$ cat src/rtl/mem_port_arb_pkg.sv
// Shared types and constants for the two-port memory arbiter.
package mem_port_arb_pkg;

  typedef enum logic [1:0] {
    ST_IDLE   = 2'd0,
    ST_ACCESS = 2'd1,
    ST_RESP   = 2'd2
  } arb_state_e;

  typedef struct packed {
    logic        rw;
    logic        is_load_unsigned;
    logic [1:0]  byte_half_word;
    logic [31:0] addr;
    logic [31:0] data_in;
  } mem_req_t;

  localparam int PORT_CORE = 0;
  localparam int PORT_EEI  = 1;

endpackage

$ cat src/rtl/mem_arb_rr_pick.sv
// Combinational two-way round-robin pick; the requester not served last wins a tie.
module mem_arb_rr_pick
  import mem_port_arb_pkg::*;
(
  input  logic [1:0] req_valid,
  input  logic       last_served,
  output logic [1:0] winner,
  output logic       found
);

  always_comb begin
    winner = req_valid;
    if (&req_valid) begin
      winner = (last_served == 1'(PORT_EEI)) ? 2'b01 : 2'b10;
    end
  end

  assign found = |req_valid;

endmodule

$ cat src/rtl/mem_port_arbiter.sv
// Round-robin arbiter sharing one memory port between the core and EEI.
// Define MEM_PORT_ARB_TIMEOUT_EN to add the ACCESS watchdog (limit TIMEOUT_CYCLES).
module mem_port_arbiter
  import mem_port_arb_pkg::*;
#(
  parameter int unsigned TIMEOUT_CYCLES = 255
) (
  input  logic             clk,
  input  logic             rst,
  input  logic [1:0]       req_valid,
  input  logic [1:0]       req_rw,
  input  logic [1:0]       req_is_load_unsigned,
  input  logic [1:0][1:0]  req_byte_half_word,
  input  logic [1:0][31:0] req_addr,
  input  logic [1:0][31:0] req_data_in,
  output logic [1:0]       resp_ready,
  output logic [1:0]       resp_out_of_range,
  output logic [1:0][31:0] resp_data_out,
  output logic [1:0]       grant,
  output logic             mem_valid,
  output logic             mem_rw,
  output logic             mem_is_load_unsigned,
  output logic [1:0]       mem_byte_half_word,
  output logic [31:0]      mem_addr,
  output logic [31:0]      mem_data_in,
  input  logic             mem_ready,
  input  logic             mem_out_of_range,
  input  logic [31:0]      mem_data_out,
  output logic             timeout_err
);

  // state     | meaning
  // ST_IDLE   | no owner; pick and latch a request when any req_valid is high
  // ST_ACCESS | memory port driven from latched request, wait for ready/out-of-range
  // ST_RESP   | one-cycle response pulse to the owner, then back to idle

  arb_state_e      state;
  logic            owner;
  logic            last_served;
  mem_req_t        req_lat;
  mem_req_t [1:0]  cand;
  logic [1:0]      win;
  logic            win_found;
  logic            win_idx;

  if (TIMEOUT_CYCLES == 0 || TIMEOUT_CYCLES > 65535) begin : g_bad_timeout
    $error("TIMEOUT_CYCLES must be in 1..65535");
  end

  always_comb begin
    for (int i = 0; i < 2; i++) begin
      cand[i].rw               = req_rw[i];
      cand[i].is_load_unsigned = req_is_load_unsigned[i];
      cand[i].byte_half_word   = req_byte_half_word[i];
      cand[i].addr             = req_addr[i];
      cand[i].data_in          = req_data_in[i];
    end
  end

  mem_arb_rr_pick u_pick (
    .req_valid  (req_valid),
    .last_served(last_served),
    .winner     (win),
    .found      (win_found)
  );

  assign win_idx = win[PORT_EEI];

  assign mem_rw               = req_lat.rw;
  assign mem_is_load_unsigned = req_lat.is_load_unsigned;
  assign mem_byte_half_word   = req_lat.byte_half_word;
  assign mem_addr             = req_lat.addr;
  assign mem_data_in          = req_lat.data_in;

`ifdef MEM_PORT_ARB_TIMEOUT_EN
  localparam logic [15:0] WDOG_LAST = 16'(TIMEOUT_CYCLES - 1);
  logic [15:0] wdog_cnt;
`else
  assign timeout_err = 1'b0;
`endif

  always_ff @(posedge clk or negedge rst) begin
    if (!rst) begin
      state             <= ST_IDLE;
      owner             <= 1'b0;
      last_served       <= 1'b1;
      req_lat           <= '0;
      grant             <= '0;
      mem_valid         <= 1'b0;
      resp_ready        <= '0;
      resp_out_of_range <= '0;
      resp_data_out     <= '0;
`ifdef MEM_PORT_ARB_TIMEOUT_EN
      wdog_cnt          <= '0;
      timeout_err       <= 1'b0;
`endif
    end else begin
      resp_ready        <= '0;
      resp_out_of_range <= '0;
      case (state)
        ST_IDLE: begin
          if (win_found) begin
            owner     <= win_idx;
            req_lat   <= cand[win_idx];
            grant     <= win;
            mem_valid <= 1'b1;
            state     <= ST_ACCESS;
`ifdef MEM_PORT_ARB_TIMEOUT_EN
            wdog_cnt  <= '0;
`endif
          end
        end
        ST_ACCESS: begin
          if (mem_ready || mem_out_of_range) begin
            mem_valid                <= 1'b0;
            resp_ready[owner]        <= 1'b1;
            resp_out_of_range[owner] <= mem_out_of_range;
            resp_data_out[owner]     <= mem_data_out;
            state                    <= ST_RESP;
          end
`ifdef MEM_PORT_ARB_TIMEOUT_EN
          // Memory never answered: report out-of-range with zero data.
          else if (wdog_cnt == WDOG_LAST) begin
            mem_valid                <= 1'b0;
            resp_ready[owner]        <= 1'b1;
            resp_out_of_range[owner] <= 1'b1;
            resp_data_out[owner]     <= '0;
            timeout_err              <= 1'b1;
            state                    <= ST_RESP;
          end else begin
            wdog_cnt <= wdog_cnt + 16'd1;
          end
`endif
        end
        ST_RESP: begin
          grant       <= '0;
          last_served <= owner;
          state       <= ST_IDLE;
        end
        default: state <= ST_IDLE;
      endcase
    end
  end

endmodule
$ cat config.mk
export PLATFORM = sky130hd
export DESIGN_NAME = mem_port_arbiter
export DESIGN_NICKNAME = d
export VERILOG_FILES = /design/src/rtl/mem_port_arb_pkg.sv /design/src/rtl/mem_arb_rr_pick.sv /design/src/rtl/mem_port_arbiter.sv
export SDC_FILE = /design/constraint.sdc
export NUM_CORES = 1
export LEC_CHECK = 0
export ABC_AREA = 1
export BUFFER_PORTS_ARGS = -buffer_cell sky130_fd_sc_hd__buf_2
export CORE_AREA = 2 2 121 123
export CTS_BUF_LIST = sky130_fd_sc_hd__clkbuf_4 sky130_fd_sc_hd__clkbuf_8
export CTS_CLUSTER_SIZE = 12
export DETAILED_ROUTE_END_ITERATION = 10
export DIE_AREA = 0 0 123 125
export MAX_ROUTING_LAYER = met4
export PLACE_DENSITY = 0.82
export SLEW_MARGIN = 40
export SYNTH_ARGS = -nofsm -noshare
export SYNTH_HDL_FRONTEND = slang
export SYNTH_SLANG_ARGS = --single-unit
$ cat constraint.sdc
create_clock -name clk -period 2.1 [get_ports clk]
set_input_delay 0.21 -clock clk [delete_from_list [all_inputs] [get_ports clk]]
set_output_delay 0.21 -clock clk [all_outputs]
set_load 0.01 [all_outputs]
==> results.json <==
{
  "ys_types": 16,
  "clock-skew-final_ns": 0.0163,
  "synth_top_family_by_area": "simple AND/OR/NAND/NOR gates",
  "areaGrowthSynthToFinish_pct": 34.8,
  "fin_area_mm2": 0.00915,
  "grt_usage_pct": 27.0,
  "fin_cells": 1419,
  "synth-simple-area-share_pct": 34.9,
  "wl_um": 20000,
  "rows": 44,
  "synth_compound_area_share_pct": 0.350,
  "fillCellCount": 1237,
  "clkSinkCount": 143,
  "place_area_mm2": 0.00850,
  "max_stage_delay_ns": 0.54,
  "drv_slew": 0,
  "die_w_um": 123,
  "grt_antenna_before_repair": 3,
  "path_depth": 6,
  "initial_core_util_pct": 47.8,
  "synth_xor_xnor_area_share_pct": 0,
  "worst_r2r_endpoint": "mem_addr[11]$_DFFE_PN0P_",
  "numPortBuffers": 312,
  "cp-start-kind": "flop",
  "slowest_stage": "dfstp_2",
  "cts_tree": "yes",
  "synth_top_cell_by_area": "dfrtp_1",
  "synth.top_cell.area_share_pct": 52.4,
  "finalSetupViolations": 0,
  "min_delay_worst_endpoint": "resp_data_out[29]$_DFFE_PN0P_",
  "die_y_um": 125,
  "relSlewSlack_pct": 52.5,
  "r2r_cells": 6,
  "endpoint_kind": "flop",
  "clk_latency_ns": 0.44,
  "drcViolationCount": 0,
  "synth_nets": 1080,
  "layout_commonest_cell": "nand2_1",
  "root_buffer": "clkbuf_8",
  "yosys-top-cells-area": "dfrtp_1 52%, nand2_1 19%, nand3_1 15%, inv_1 8.0%, buf_2 2.7%",
  "synth_fa_ha_area_share_pct": 0,
  "tightest_slew_ns": 0.713,
  "avgRoutedWirePerCell_um": 14.1,
  "cts_max_level": 4,
  "ys_seq_area_share_pct": 52.8,
  "hold_path.class": "in -> reg",
  "dp_hpwl_um": 13900,
  "via_count": 7026,
  "required_ns": 2.42,
  "fp.dieArea_mm2": 0.0154,
  "antenna_left": 0,
  "cp_max_fo": 53,
  "mostFrequentLayoutCells": "344 x nand2_1, 311 x buf_2, 203 x nand3_1, 144 x inv_1, 142 x dfrtp_1",
  "avgViaCountPerCell": 4.95,
  "worstHoldStart": "mem_data_out[29]",
  "crit_chain": "nand2_2 > nand2_2 > buf_12 > nand2_1 > nand3_1 > nand2_1",
  "pin_count": 314,
  "ir_worst_vdd_uv": 723,
  "rsz0062_at_grt": "no",
  "fmax_mhz": 652,
  "clkTransAtPathRegs_ns": 0.08,
  "grt_pass1_vias": 6656,
  "arrival_ns": 1.85,
  "cp_num_buf_inv": 1,
  "fin_crit_ns": 1.53,
  "period_share_pct": 73.0,
  "muxShareOfSynthArea_pct": 0,
  "path_class": "reg -> reg",
  "static-leakage-power_nw": 5.68,
  "synth_area_per_cell_um2": 7.49,
  "grt_pass1_wl_um": 32000,
  "synthCells": 906,
  "regToRegSetupSlack_ns": 0.57,
  "yosysWarnings": 0,
  "cts_made_buffers": 17,
  "grt_max_degree": 70,
  "max_cap_viol_count": 0,
  "critical_path.top_delay_family": "simple AND/OR/NAND/NOR gates",
  "place_inst": 1361,
  "worst_hold_path.num_cells": 3,
  "first_pass_iters": 7,
  "final_nets": 1393,
  "outcome": "finished clean",
  "synth.ff_latch_count": 143,
  "syn-cell-area_mm2": 0.00679,
  "overflow": 0,
  "gp_congestion": 0.841,
  "hold_viol_final": 0,
  "clockBufferDepth": 2,
  "post_cts_buffers": 0,
  "finalSetupTns_ns": 0,
  "whs_ns": 0.0278,
  "worstReg2RegStart": "last_served$_DFFE_PN1P_",
  "fin_util_pct": 64.4,
  "power.density_mw_per_mm2": 1380,
  "drive_gt1_share_pct": 29.8,
  "core_area_mm2": 0.0142,
  "drt_iter0_drc": 496
}
registers in the layout, summed over array words and instances (netlist names):
name	cells
resp_data_out	64
mem_addr	32
mem_data_in	32
grant	2
mem_byte_half_word	2
resp_out_of_range	2
resp_ready	2
state	2
last_served	1
mem_is_load_unsigned	1
mem_rw	1
mem_valid	1
owner	1
layer usage:
metal / share of wire, % / global-route usage, % / vias up
li1: - / - / 3388
met2: 49 / 43.1 / 356
met1: 39 / 32.4 / 3243
met3: 9.7 / 8.44 / 39
met4: 2.3 / 9.36 / 0
met5: 0 / - / -
worst max-delay path by stage:
stage / startpoint / to / slack [ns]
6_report: last_served$_DFFE_PN1P_ / mem_addr[11]$_DFFE_PN0P_ / 0.57
5_1_grt: last_served$_DFFE_PN1P_ / mem_addr[11]$_DFFE_PN0P_ / 0.47
4_1_cts: last_served$_DFFE_PN1P_ / mem_data_in[0]$_DFFE_PN0P_ / 0.58
3_5_place_dp: req_valid[1] / mem_addr[11]$_DFFE_PN0P_ / 0.55
3_3_place_gp: req_valid[1] / mem_data_in[24]$_DFFE_PN0P_ / 0.57
2_1_floorplan: last_served$_DFFE_PN1P_ / mem_data_in[14]$_DFFE_PN0P_ / 0.86
power breakdown:
part / total (mW) / switching [mW] / internal (mW)
combinational: 5.55 / 3.50 / 2.05
sequential: 4.82 / 0.734 / 4.09
clock: 2.23 / 1.07 / 1.15
cells by family after synthesis:
group | after synthesis
other cells | 1
buf+inv | 200
simple gates | 558
compound gates | 4
flops | 143
metrics by stage:
| step | setup slack, ns | power [mW] |
|---|---|---|
| floorplan | 0.856 | 8.03 |
| global placement | 0.569 | 10.2 |
| detailed placement | 0.548 | 10.4 |
| CTS | 0.576 | 12.7 |
| global route | 0.468 | 13.7 |
| finish | 0.567 | 12.6 |
what timing repair did:
item | in CTS | in global routing
gates resized for setup | 0 | 0
hold buffers | 21 | 2
endpoints found under the hold margin | 77 | 2
cells in the mapped netlist:
library cell  number
nand3_1          203
nand2_2            2
clkbuf_1           8
inv_1            144
o21ai_2            1
conb_1             1
dfrtp_1          142
buf_4              4
buf_2             37
nor3_1             2
nor2_1             3
dfstp_2            1
o21ai_0            3
nor2_2             4
nand2_1          344
buf_1              7
layout make-up:
cell class | count | area, um2 | share of cell area, %
Sequential cell | 143 | 3580 | 39.1
Antenna cell | 3 | 7.51 | 0.0821
Timing Repair Buffer | 350 | 1970 | 21.6
Clock buffer | 21 | 277 | 3.02
Clock inverter | 11 | 130 | 1.42
Tap cell | 184 | 230 | 2.52
Multi-Input combinational cell | 563 | 2410 | 26.4
Inverter | 144 | 541 | 5.91
worst min-delay path: cells and delay by family:
family                 cells  cell delay [ns]
buffers and inverters      1             0.09
and+or+nand+nor            2             0.14
No activity file was read; power rests on OpenSTA's default activity.
